**config.mk**
```make
export PLATFORM = sky130hd
export DESIGN_NAME = combat_referee
export DESIGN_NICKNAME = d
export VERILOG_FILES = /design/src/rtl/combat_referee.sv
export SDC_FILE = /design/constraint.sdc
export NUM_CORES = 1
export LEC_CHECK = 0
export BUFFER_PORTS_ARGS = -buffer_cell sky130_fd_sc_hd__buf_2
export CAP_MARGIN = 20
export CORE_ASPECT_RATIO = 0.75
export CORE_UTILIZATION = 54
export DETAILED_ROUTE_END_ITERATION = 7
export PLACE_DENSITY = 0.76
export SLEW_MARGIN = 15
export SYNTH_ARGS = -nofsm -noshare
export SYNTH_HDL_FRONTEND = slang
export SYNTH_SLANG_ARGS = --single-unit
```
**constraint.sdc**
```tcl
create_clock -name Clk -period 6.47 [get_ports Clk]
set_input_delay 0.647 -clock Clk [delete_from_list [all_inputs] [get_ports Clk]]
set_output_delay 0.647 -clock Clk [all_outputs]
set_load 0.005 [all_outputs]
```
**src/rtl/combat_referee.sv**
```systemverilog
`default_nettype none
// ============================================================================
// Module   : combat_referee
// Purpose  : Hit/damage referee for two fighting characters. Samples attack,
//            defense and X position once per frame tick, lands at most one
//            hit per continuous attack, debits HP with saturation at zero,
//            drives hurt/die requests and reports the round winner.
// Ports    : Clk, Reset (async, active-low), frame_clk (async vsync),
//            game_state[7:0] (1 = game), attack1/2, defense1/2,
//            pos_x1/2[9:0] -> hurt1/2, die1/2, hp1/2[7:0], round_over,
//            winner[1:0] (0 none, 1 char1, 2 char2, 3 double KO)
// Revision : 1.0 - initial release
// ============================================================================
module combat_referee #(
  parameter logic [7:0] HP_MAX         = 8'd100,
  parameter logic [7:0] DAMAGE         = 8'd10,
  parameter logic [7:0] DAMAGE_BLOCKED = 8'd2,
  parameter logic [9:0] HIT_RANGE      = 10'd80,
  parameter logic [7:0] HURT_HOLD      = 8'd4
) (
  input  logic       Clk,
  input  logic       Reset,
  input  logic       frame_clk,
  input  logic [7:0] game_state,
  input  logic       attack1,
  input  logic       attack2,
  input  logic       defense1,
  input  logic       defense2,
  input  logic [9:0] pos_x1,
  input  logic [9:0] pos_x2,
  output logic       hurt1,
  output logic       hurt2,
  output logic       die1,
  output logic       die2,
  output logic [7:0] hp1,
  output logic [7:0] hp2,
  output logic       round_over,
  output logic [1:0] winner
);

  localparam logic [1:0] PH_WAIT  = 2'd0;
  localparam logic [1:0] PH_FIGHT = 2'd1;
  localparam logic [1:0] PH_KO    = 2'd2;

  localparam logic [1:0] EN_IDLE  = 2'd0;
  localparam logic [1:0] EN_ARMED = 2'd1;
  localparam logic [1:0] EN_SPENT = 2'd2;

  logic       fc1_q, fc1_d, fc2_q, fc2_d, tick_q, tick_d;
  logic       gs_q, gs_d;
  logic [1:0] phase_q, phase_d;
  logic [1:0] eng1_q, eng1_d, eng2_q, eng2_d;
  logic [7:0] hp1_q, hp1_d, hp2_q, hp2_d;
  logic [7:0] cnt1_q, cnt1_d, cnt2_q, cnt2_d;
  logic       hurt1_q, hurt1_d, hurt2_q, hurt2_d;
  logic       die1_q, die1_d, die2_q, die2_d;
  logic       round_over_q, round_over_d;
  logic [1:0] winner_q, winner_d;

  logic        gs_active, restart;
  logic [10:0] x1_ext, x2_ext, dx;
  logic        in_range;
  logic [2:0]  eng1_step, eng2_step;
  logic        land1, land2;

  // Returns {land, next_state}. One hit per continuous attack: after landing
  // the engine sits in SPENT until the attack input drops.
  function automatic logic [2:0] engine_step(input logic [1:0] st,
                                             input logic       atk,
                                             input logic       can_hit);
    logic [1:0] nxt;
    logic       land;
    nxt  = st;
    land = 1'b0;
    case (st)
      EN_IDLE:  if (atk) nxt = EN_ARMED;
      EN_ARMED: begin
        if (!atk) begin
          nxt = EN_IDLE;
        end else if (can_hit) begin
          land = 1'b1;
          nxt  = EN_SPENT;
        end
      end
      EN_SPENT: if (!atk) nxt = EN_IDLE;
      default:  nxt = EN_IDLE;
    endcase
    return {land, nxt};
  endfunction

  // Saturating HP debit; a blocked hit costs less.
  function automatic logic [7:0] debit(input logic [7:0] hp, input logic blocked);
    logic [7:0] dmg;
    dmg = blocked ? DAMAGE_BLOCKED : DAMAGE;
    return (hp > dmg) ? (hp - dmg) : 8'd0;
  endfunction

  assign gs_active = (game_state == 8'd1);
  assign restart   = gs_active & ~gs_q;

  // 11-bit absolute distance so the subtraction never wraps.
  assign x1_ext   = {1'b0, pos_x1};
  assign x2_ext   = {1'b0, pos_x2};
  assign dx       = (x1_ext >= x2_ext) ? (x1_ext - x2_ext) : (x2_ext - x1_ext);
  assign in_range = (dx <= {1'b0, HIT_RANGE});

  // Engine 1 attacks character 2 and vice versa.
  assign eng1_step = engine_step(eng1_q, attack1, in_range & ~die2_q);
  assign eng2_step = engine_step(eng2_q, attack2, in_range & ~die1_q);
  assign land1     = eng1_step[2];
  assign land2     = eng2_step[2];

  always_comb begin
    fc1_d        = frame_clk;
    fc2_d        = fc1_q;
    tick_d       = fc1_q & ~fc2_q;
    gs_d         = gs_active;
    phase_d      = phase_q;
    eng1_d       = eng1_q;
    eng2_d       = eng2_q;
    hp1_d        = hp1_q;
    hp2_d        = hp2_q;
    cnt1_d       = cnt1_q;
    cnt2_d       = cnt2_q;
    die1_d       = die1_q;
    die2_d       = die2_q;
    round_over_d = round_over_q;
    winner_d     = winner_q;

    if (restart) begin
      // Restart takes priority over a coincident tick.
      phase_d      = PH_FIGHT;
      eng1_d       = EN_IDLE;
      eng2_d       = EN_IDLE;
      hp1_d        = HP_MAX;
      hp2_d        = HP_MAX;
      cnt1_d       = 8'd0;
      cnt2_d       = 8'd0;
      die1_d       = 1'b0;
      die2_d       = 1'b0;
      round_over_d = 1'b0;
      winner_d     = 2'd0;
    end else if (tick_q) begin
      if (cnt1_q != 8'd0) cnt1_d = cnt1_q - 8'd1;
      if (cnt2_q != 8'd0) cnt2_d = cnt2_q - 8'd1;

      if (phase_q == PH_FIGHT) begin
        eng1_d = eng1_step[1:0];
        eng2_d = eng2_step[1:0];

        if (land1) begin
          hp2_d = debit(hp2_q, defense2);
          if (hp2_d == 8'd0) begin
            die2_d = 1'b1;
            cnt2_d = 8'd0;
          end else begin
            cnt2_d = HURT_HOLD;
          end
        end

        if (land2) begin
          hp1_d = debit(hp1_q, defense1);
          if (hp1_d == 8'd0) begin
            die1_d = 1'b1;
            cnt1_d = 8'd0;
          end else begin
            cnt1_d = HURT_HOLD;
          end
        end

        // Winner encoding falls out of {hp1 dead, hp2 dead}.
        if ((hp1_d == 8'd0) || (hp2_d == 8'd0)) begin
          phase_d      = PH_KO;
          round_over_d = 1'b1;
          winner_d     = {(hp1_d == 8'd0), (hp2_d == 8'd0)};
        end
      end
    end

    hurt1_d = (cnt1_d != 8'd0) && !die1_d;
    hurt2_d = (cnt2_d != 8'd0) && !die2_d;
  end

  always_ff @(posedge Clk or negedge Reset) begin
    if (!Reset) begin
      fc1_q        <= 1'b0;
      fc2_q        <= 1'b0;
      tick_q       <= 1'b0;
      gs_q         <= 1'b0;
      phase_q      <= PH_WAIT;
      eng1_q       <= EN_IDLE;
      eng2_q       <= EN_IDLE;
      hp1_q        <= HP_MAX;
      hp2_q        <= HP_MAX;
      cnt1_q       <= 8'd0;
      cnt2_q       <= 8'd0;
      hurt1_q      <= 1'b0;
      hurt2_q      <= 1'b0;
      die1_q       <= 1'b0;
      die2_q       <= 1'b0;
      round_over_q <= 1'b0;
      winner_q     <= 2'd0;
    end else begin
      fc1_q        <= fc1_d;
      fc2_q        <= fc2_d;
      tick_q       <= tick_d;
      gs_q         <= gs_d;
      phase_q      <= phase_d;
      eng1_q       <= eng1_d;
      eng2_q       <= eng2_d;
      hp1_q        <= hp1_d;
      hp2_q        <= hp2_d;
      cnt1_q       <= cnt1_d;
      cnt2_q       <= cnt2_d;
      hurt1_q      <= hurt1_d;
      hurt2_q      <= hurt2_d;
      die1_q       <= die1_d;
      die2_q       <= die2_d;
      round_over_q <= round_over_d;
      winner_q     <= winner_d;
    end
  end

  assign hurt1      = hurt1_q;
  assign hurt2      = hurt2_q;
  assign die1       = die1_q;
  assign die2       = die2_q;
  assign hp1        = hp1_q;
  assign hp2        = hp2_q;
  assign round_over = round_over_q;
  assign winner     = winner_q;

endmodule
`default_nettype wire

```
[Word level (Yosys, flattened, before mapping)]
Cells that the tools add are included.
Storage, ports and cells
  word-level logic and storage cells: 144
  register bits: 49
  input bits: 35
  output and inout bits: 23
Operators by class
  equal/unequal tests: 12
  multiplexer cells: 75
  bitwise gates (word level): 8
  reductions and logical operators: 22
  magnitude comparators: 4
  add/subtract/negate cells: 6
Operators with widths (number)
  8-bit 2-to-1 mux: 26
  2-bit 2-to-1 mux: 22
  8-bit logical NOT: 4
  8-bit nonzero test: 4
  10-bit by 10-bit subtractor with 11-bit output: 2
  1-bit 2-to-1 mux: 20
  8-bit by 4-bit greater-than comparator with 1-bit output: 2
  8-bit by 1-bit subtractor with 8-bit output, second input constant: 2
  8-bit by 4-bit subtractor with 8-bit output: 2
  3-bit != test, second input constant: 4
  2-bit case mux with 3 select lines: 2
  11-bit by 7-bit <= comparator with 1-bit output, second input constant: 1
  11-bit 2-to-1 mux: 1
  10-bit >= comparator: 1
  5-bit AND reduction: 2
  8-bit by 1-bit == test with 1-bit output, second input constant: 1
  4-bit 2-to-1 mux: 2
  4-bit != test, second input constant: 2
  2-bit by 1-bit == test with 1-bit output, second input constant: 3
  3-bit 2-to-1 mux: 2
  2-bit nonzero test: 3
  1-bit AND: 4
  2-bit == test, second input constant: 2
  2-bit logical NOT: 2
  6 further kinds: 11

[Logic depth before layout (Yosys ltp)]
Gate-level depths: netlist of the first run.
  word-level depth: 17
  gate-level depth with buffers: 14
  gate-level depth less buffers: 12

[Worst setup path after synthesis of the first run]
No wires, ideal clock.
  kind: input-to-reg
  from: input port pos_x1[2]
  to: register hp2_q[4], in the netlist hp2[4]
  buffers on the path: 2
  arrival: 3621 ps
  setup slack: 2771 ps
  required time: 6392 ps
  setup time: 78 ps
  stages on the path: 13
  cells stage by stage: inv_1 -> ha_1 -> buf_6 -> o211a_4 -> o31ai_4 -> a21oi_2 -> or3_1 -> a211o_1 -> o22a_2 -> or4_1 -> buf_2 -> or4_1 -> a21oi_1
On the way
  longest elaborated chain between the ends: 14
  elaborated cells between the ends (all ways): 16
  those cells by class: add/sub: 2; order compare: 2; mux: 11; bitwise: 1
RTL lines
  from (decl): line 29  | input logic [9:0] pos_x1,
  10-bit by 10-bit subtractor with 11-bit output / 10-bit >= comparator (equally long branches): line 104  | assign dx = (x1_ext >= x2_ext) ? (x1_ext - x2_ext) : (x2_ext - x1_ext);
  11-bit 2-to-1 mux (*): line 104
  11-bit by 7-bit <= comparator with 1-bit output (*): line 105  | assign in_range = (dx <= {1'b0, HIT_RANGE});
  1-bit AND (*): line 108  | assign eng1_step = engine_step(eng1_q, attack1, in_range & ~die2_q);
  1-bit 2-to-1 mux (*): line 80  | end else if (can_hit) begin
  1-bit 2-to-1 mux (*): line 78  | if (!atk) begin
  1-bit 2-to-1 mux (*): line 75  | case (st)
  8-bit 2-to-1 mux (*): line 151  | if (land1) begin
  8-bit 2-to-1 mux (*): line 147  | if (phase_q == PH_FIGHT) begin
  8-bit 2-to-1 mux (*): line 143  | end else if (tick_q) begin
  8-bit 2-to-1 mux (*): line 130  | if (restart) begin
  8-bit 2-to-1 mux (*): line 147
  8-bit 2-to-1 mux (*): line 143
  8-bit 2-to-1 mux (*): line 130
  to (signal assigned): line 212  | hp2_q <= hp2_d;
  to (decl): line 53  | logic [7:0] hp1_q, hp1_d, hp2_q, hp2_d;
Mark *: on every way between the ends. The rest lies on a longest branch, timed or not. The select of a mux whose other input is x is not followed.
A chain may end at the register's enable or synchronous reset.

[Worst setup path in the final report of the first run]
  from: input port pos_x1[4]
  to: register hp2_q[7], in the netlist hp2[7]
The elaborated chain is that of the path after synthesis.

==> results.yml, run 1 <==
logic_synthesis:
  synth_top_flop_cell: "sky130_fd_sc_hd__dfrtp_1"
  number_of_enable_type_register_cells_in_the_synthesized_netlist: 0
  yosys_register_bits: 48
  ys_seq_area_share_pct: 30.97
  synth_area_per_cell_um2: 8.147
  ys_async_sr_fraction_pct: 100.0
  yosys_warnings: 0
  yosysUniqueCellTypes: 68
  mappedNetlistArea_um2: 3902
  synth_fp_nets: 542
  netlist_instances: 479
clocking:
  cts_repair_resize_count: 0
  clk-insertion-delay-late_ps: 310
  cts_num_sinks: 48
  clockRootBuffer: "sky130_fd_sc_hd__clkbuf_8"
  tritoncts: "built"
  post_cts_hold_buffer_count: 0
  cts_htree_levels: 2
  tritoncts.num_buffers: 5
  cts.clk_slew.worst_paths_ps: 100
  post_cts_buffers: 0
  ctsLongestPathBuffers: 2
sta:
  finalSetupViolCount: 0
  timing.final.max_slew_violations: 0
  fin_crit_sh_pct: 64.77
  finalWorstPathRequiredPeriod_ps: 4190
  slew-limit-headroom_pct: 37.98
  fmax_mhz: 238.6
  rsz_0062_raised_after_global_routing: "no"
  hold_violations: 0
  skew_ps: 18.26
  slew_at_the_pin_with_the_worst_max_slew_slack_ps: 929.2
  fin_tns_setup_ps: 0
  final_hold_slack_ps: 388.8
  finalWorstSetupSlack_ps: 2280
pwr:
  irDropWorstVdd_mv: 0.1069
  cellPowerDensity_nw_per_um2: 245.7
  total_power_mw: 1.066
  leakagePower_nw: 2.024
routing:
  drc_errors: 0
  wirelength_um: 9799
  detail_route.vias_per_cell: 5.995
  drt_pre_antenna_iters: 4
  drt-initial-drc-count: 267
  detail-route-antenna-nets: 0
  detail_route.wl_per_cell_um: 15.73
  routed-via-count: 3735
cells_and_area:
  layout.cells.most_common: "sky130_fd_sc_hd__buf_2"
  fillers: 613
  instances_no_fill: 623
  finalCoreUtilization_pct: 62.90
  layout-area-overhead-vs-synth_pct: 11.16
  share_of_post_route_cells_with_drive_strength_above_1_pct: 16.19
  most-common-layout-cells: "57 x sky130_fd_sc_hd__buf_2, 49 x sky130_fd_sc_hd__inv_1, 42 x sky130_fd_sc_hd__dfrtp_1"
  design.final.nets: 587
  finish.instance_area_um2: 4338
  insertedDiodeCount: 0
placement:
  finalWeightedCongestion: 0.9936
  post_dp_cell_area_um2: 4223
  port_buffers: 57
  placedCellCount: 615
  pre_cts_slack_ps: 1971
  place.detailed.hpwl_um: 7439
worst_setup_path:
  cp.arrival_ps: 4340
  worst_ep_required_time_ps: 6620
  criticalPathCategory: "input port to register"
  path_max_fanout: 18
  worstSetupStartpointType: "input port"
  setup.worst_path.end_class: "register"
global_routing:
  globalRouteOverflowTotal: 0
  grt_pass1_wl_um: 15640
  grt_max_degree: 49
  grt_pass1_vias: 3270
  gr-usage-all-layers_pct: 26.05
  grt_antenna_before_repair: 0
run:
  max-cap-violations: 0
outcome:
  result_of_the_run: "completed"
floorplanning:
  fp.dieH_um: 75.62
  coreArea_um2: 6897
  floorplan.die.width_um: 100.2
  initial_core_util_pct: 56.59
  row_count: 26
  num_io_pins: 58
  fp.dieArea_um2: 7574
hold_path:
  worst_hold_path_type: "register to register"
Yosys cell counts (2+ instances only):
| library cell | count | share of area, % |
|---|---|---|
| sky130_fd_sc_hd__a21oi_1 | 33 | 4.2 |
| sky130_fd_sc_hd__o21a_1 | 10 | 1.9 |
| sky130_fd_sc_hd__and2_1 | 5 | 0.80 |
| sky130_fd_sc_hd__a21o_1 | 4 | 0.77 |
| sky130_fd_sc_hd__or2_2 | 3 | 0.48 |
| sky130_fd_sc_hd__inv_1 | 49 | 4.7 |
| sky130_fd_sc_hd__buf_2 | 3 | 0.38 |
| sky130_fd_sc_hd__a311oi_1 | 2 | 0.45 |
| sky130_fd_sc_hd__nand2b_1 | 5 | 0.80 |
| sky130_fd_sc_hd__xnor2_1 | 17 | 3.8 |
| sky130_fd_sc_hd__o21ai_0 | 20 | 2.6 |
| sky130_fd_sc_hd__nand2_1 | 32 | 3.1 |
| sky130_fd_sc_hd__o211ai_1 | 7 | 1.3 |
| sky130_fd_sc_hd__a31oi_1 | 8 | 1.3 |
| sky130_fd_sc_hd__o21bai_1 | 3 | 0.58 |
| sky130_fd_sc_hd__or3_1 | 6 | 0.96 |
| sky130_fd_sc_hd__a211o_1 | 2 | 0.45 |
| sky130_fd_sc_hd__or4_1 | 7 | 1.3 |
| sky130_fd_sc_hd__nor4b_1 | 5 | 1.1 |
| sky130_fd_sc_hd__a211oi_1 | 6 | 1.2 |
| sky130_fd_sc_hd__and3_1 | 5 | 0.80 |
| sky130_fd_sc_hd__dfstp_2 | 6 | 4.0 |
| sky130_fd_sc_hd__nand4_1 | 5 | 0.80 |
| sky130_fd_sc_hd__a2111oi_0 | 3 | 0.67 |
| sky130_fd_sc_hd__o32ai_1 | 2 | 0.45 |
| sky130_fd_sc_hd__mux2i_1 | 7 | 1.8 |
| sky130_fd_sc_hd__nor2_1 | 41 | 3.9 |
| sky130_fd_sc_hd__o221ai_1 | 2 | 0.45 |
| sky130_fd_sc_hd__nand3_1 | 11 | 1.4 |
| sky130_fd_sc_hd__nor2b_1 | 7 | 1.1 |
| sky130_fd_sc_hd__xor2_1 | 6 | 1.3 |
| sky130_fd_sc_hd__buf_4 | 3 | 0.58 |
| sky130_fd_sc_hd__o22ai_1 | 2 | 0.32 |
| sky130_fd_sc_hd__nor4_1 | 10 | 1.6 |
| sky130_fd_sc_hd__nor3_1 | 26 | 3.3 |
| sky130_fd_sc_hd__clkbuf_1 | 12 | 1.2 |
| sky130_fd_sc_hd__o21ai_1 | 2 | 0.26 |
| sky130_fd_sc_hd__ha_1 | 28 | 9.0 |
| sky130_fd_sc_hd__nand3b_1 | 4 | 0.77 |
| sky130_fd_sc_hd__dfrtp_1 | 42 | 27 |
worst paths after layout:
check	slack [ps]	start	cells after the start	endpoint
setup / recovery	2280	pos_x1[4]	13	hp2[7]
hold / removal	390	fc1_q	0	fc2_q
setup reg to reg	3600	hp2[3]	9	hurt2
hold reg to reg	390	fc1_q	0	fc2_q
max in group asynchronous	5610	Reset	2	eng1_q[1]
min in group asynchronous	420	Reset	2	hp1[3]
sequential cells by signal, indices dropped and copies added (netlist names):
name and cells:
cnt1_q 8, cnt2_q 8, hp1 8, hp2 8
eng1_q 2, eng2_q 2, phase_q 2, winner 2
die1 1, die2 1, fc1_q 1, fc2_q 1
gs_q 1, hurt1 1, hurt2 1, tick_q 1
critical path, cell delays in order:
cell and delay (ps):
sky130_fd_sc_hd__buf_2 90, sky130_fd_sc_hd__inv_1 40, sky130_fd_sc_hd__ha_1 640, sky130_fd_sc_hd__nand2_2 160, sky130_fd_sc_hd__a211o_1 340, sky130_fd_sc_hd__a2111oi_0 430, sky130_fd_sc_hd__o211ai_1 130, sky130_fd_sc_hd__o2bb2ai_1 140
sky130_fd_sc_hd__o22a_2 270, sky130_fd_sc_hd__or4_1 780, sky130_fd_sc_hd__nor4_1 390, sky130_fd_sc_hd__mux2i_1 220, sky130_fd_sc_hd__nor2_1 60
per-layer routing:
metal / global-route usage [%] / vias up / share of wire [%]
li1: - / 1809 / -
met2: 38.51 / 160 / 42
met3: 6.330 / 11 / 8.3
met1: 38.71 / 1755 / 49
met4: 5.314 / 0 / 0.69
met5: 0 / - / 0
cells by family (layout without fill, tap and decap cells):
group           count (synthesis)  in the layout  share of synthesized area, %
compound gates                124            124                         21.58
mux                             8              8                         2.084
fa+ha+maj                      28             28                         8.977
xor+xnor                       23             23                         5.162
flops                          48             48                         30.97
buf+inv                        69            115                         7.214
simple gates                  179            179                         24.01
area by class of cell:
type / count / area, µm² / share of cell area (%)
clock inverter: 3 / 46.29 / 1.067
timing repair buffer: 58 / 292.8 / 6.749
tap: 98 / 122.6 / 2.827
clock buffer: 5 / 68.82 / 1.586
inverter: 49 / 183.9 / 4.240
multi-input combinational: 362 / 2415 / 55.67
sequential: 48 / 1209 / 27.86
power breakdown:
part,total (mW),switching [mW],internal [mW]
Combinational,0.389,0.219,0.170
Clock,0.228,0.112,0.117
Sequential,0.448,0.0748,0.374
Total,1.07,0.405,0.661
Power figures use the tool's default switching activity.
==> inputs of run 2 (changes only) <==
- CORE_UTILIZATION: 54 -> 53
- PLACE_DENSITY: 0.76 -> 0.78
- clock period: 6.47 -> 3.8 ns (I/O delays scaled with it)
==> run 2 against run 1 <==
  * Combinational power increased by 73%
  * Non-clock buffer count increased by 15
  * Final cell count increased by 2.4%
  * Clock power increased by 63%
  * Sequential share of layout area decreased by 0.66 points
  * Worst setup slack got worse by 2000 ps
  * Clock-buffer cell count increased by 1
  * Die area increased by 1.8%
  * Flip-flop and latch count unchanged
  * Worst hold slack got worse by 310 ps
  * Design area increased by 2.4%
  * First-iteration DRC count increased by 38%
==> results.yml, run 2 (synthesized netlist as in run 1, its figures left out) <==
pwr:
  leakagePower_nw: 2.096
  cellPowerDensity_nw_per_um2: 407.1
  irDropWorstVdd_mv: 0.2053
floorplanning:
  row_count: 26
  coreArea_um2: 6962
  floorplan.die.width_um: 101.1
  num_io_pins: 58
  fp.dieH_um: 76.31
  fp.dieArea_um2: 7714
  initial_core_util_pct: 56.06
routing:
  detail_route.vias_per_cell: 5.991
  drt-initial-drc-count: 368
  wirelength_um: 9607
  drc_errors: 0
  detail_route.wl_per_cell_um: 15.06
  detail-route-antenna-nets: 0
  routed-via-count: 3822
  drt_pre_antenna_iters: 5
cells_and_area:
  layout.cells.most_common: "sky130_fd_sc_hd__buf_2"
  design.final.nets: 602
  insertedDiodeCount: 0
  finish.instance_area_um2: 4443
  most-common-layout-cells: "56 x sky130_fd_sc_hd__buf_2, 49 x sky130_fd_sc_hd__inv_1, 42 x sky130_fd_sc_hd__dfrtp_1"
  share_of_post_route_cells_with_drive_strength_above_1_pct: 18.15
  layout-area-overhead-vs-synth_pct: 13.85
placement:
  finalWeightedCongestion: 1.042
  place.detailed.hpwl_um: 7399
  port_buffers: 57
  post_dp_cell_area_um2: 4333
  pre_cts_slack_ps: 60.16
sta:
  fmax_mhz: 284.2
  timing.final.max_slew_violations: 0
  skew_ps: 8.375
  finalWorstPathRequiredPeriod_ps: 3519
  rsz_0062_raised_after_global_routing: "no"
  slew-limit-headroom_pct: 59.99
  finalSetupViolCount: 0
  hold_violations: 0
  slew_at_the_pin_with_the_worst_max_slew_slack_ps: 600.1
  fin_tns_setup_ps: 0
  fin_crit_sh_pct: 92.60
  finalWorstSetupSlack_ps: 281.2
worst_setup_path:
  critPathSlowestCell: "sky130_fd_sc_hd__or4_1"
  critical_path.cell_chain: "buf_2, inv_1, ha_1, nand2_2, a211o_1, a2111oi_0, o211ai_1, o2bb2ai_1, o22a_2, or4_1, buf_4, or3_1, a21oi_1"
  cp.arrival_ps: 3740
  worst_ep_required_time_ps: 4030
  path_max_fanout: 9
  worstSetupStartpointType: "input port"
  criticalPathCategory: "input port to register"
  slowest_delay_ps: 640
  setup.worst_path.end_class: "register"
outcome:
  result_of_the_run: "completed"
hold_path:
  worst_hold_path_type: "input port to asynchronous set/reset pin"
clocking:
  clockRootBuffer: "sky130_fd_sc_hd__clkbuf_8"
  cts_repair_resize_count: 0
  post_cts_hold_buffer_count: 0
  post_cts_buffers: 0
  clk-insertion-delay-late_ps: 300
  cts_htree_levels: 2
  cts.clk_slew.worst_paths_ps: 90
  cts_num_sinks: 48
  ctsLongestPathBuffers: 2
  tritoncts.num_buffers: 5
  tritoncts: "built"
run:
  max-cap-violations: 0
global_routing:
  grt_pass1_wl_um: 15700
  gr-usage-all-layers_pct: 25.16
  grt_antenna_before_repair: 0
  globalRouteOverflowTotal: 0
  grt_pass1_vias: 3365
  grt_max_degree: 49
## run 2: final timing paths
check,startpoint,endpoint,slack [ps],cells past startpoint
setup / recovery,pos_x1[5],hp2[1],280,13
hold / removal,Reset,hp1[7],80,1
setup reg to reg,hp2[3],hurt2,1010,9
hold reg to reg,fc1_q,fc2_q,380,0
max in group asynchronous,Reset,hp2[0],3310,1
min in group Clk,frame_clk,fc1_q,180,1
## run 2: layer usage
| layer | vias up | track usage [%] | routed length [µm] |
|---|---|---|---|
| met5 | - | 0 | 0 |
| met4 | 0 | 3.478 | 83 |
| met1 | 1789 | 38.90 | 4635 |
| met2 | 180 | 36.39 | 3975 |
| li1 | 1838 | - | - |
| met3 | 15 | 5.596 | 912 |
## run 2: final cells by class
class	instances	area (µm²)
multi-input cells	362	2412
well taps	98	122.6
flip-flops and latches	48	1209
repair buffers	73	407.9
inverters	49	183.9
fillers	635	2519
clock inverters	2	35.03
clock buffers	6	72.57
## run 2: stage by stage
stage                     power [mW]  std cells  utilization [%]  hold WS [ps]
after detailed placement       1.435        630            62.24         360.7
after floorplan                1.238        479                -         84.41
after CTS                      1.805        638            63.79         172.3
final                          1.809        638            63.82         75.49
after global routing           1.925        638            63.82         130.4
after global placement         1.408        630            62.24         352.3
## run 2: report_power, final
group          total, mW  leakage (nW)  internal (mW)  switching [mW]
Combinational      0.673          1.47          0.304           0.369
Sequential         0.764         0.570          0.636           0.127
Clock              0.372        0.0552          0.196           0.176
Total               1.81          2.10           1.14           0.672
## run 2: worst max-delay path: cells and delay by family
family	cells	cell delay, ps
adders and majority gates	1	440
buffers and inverters	3	350
and+or+nand+nor	3	1130
AOI/OAI and AO/OA	6	1450
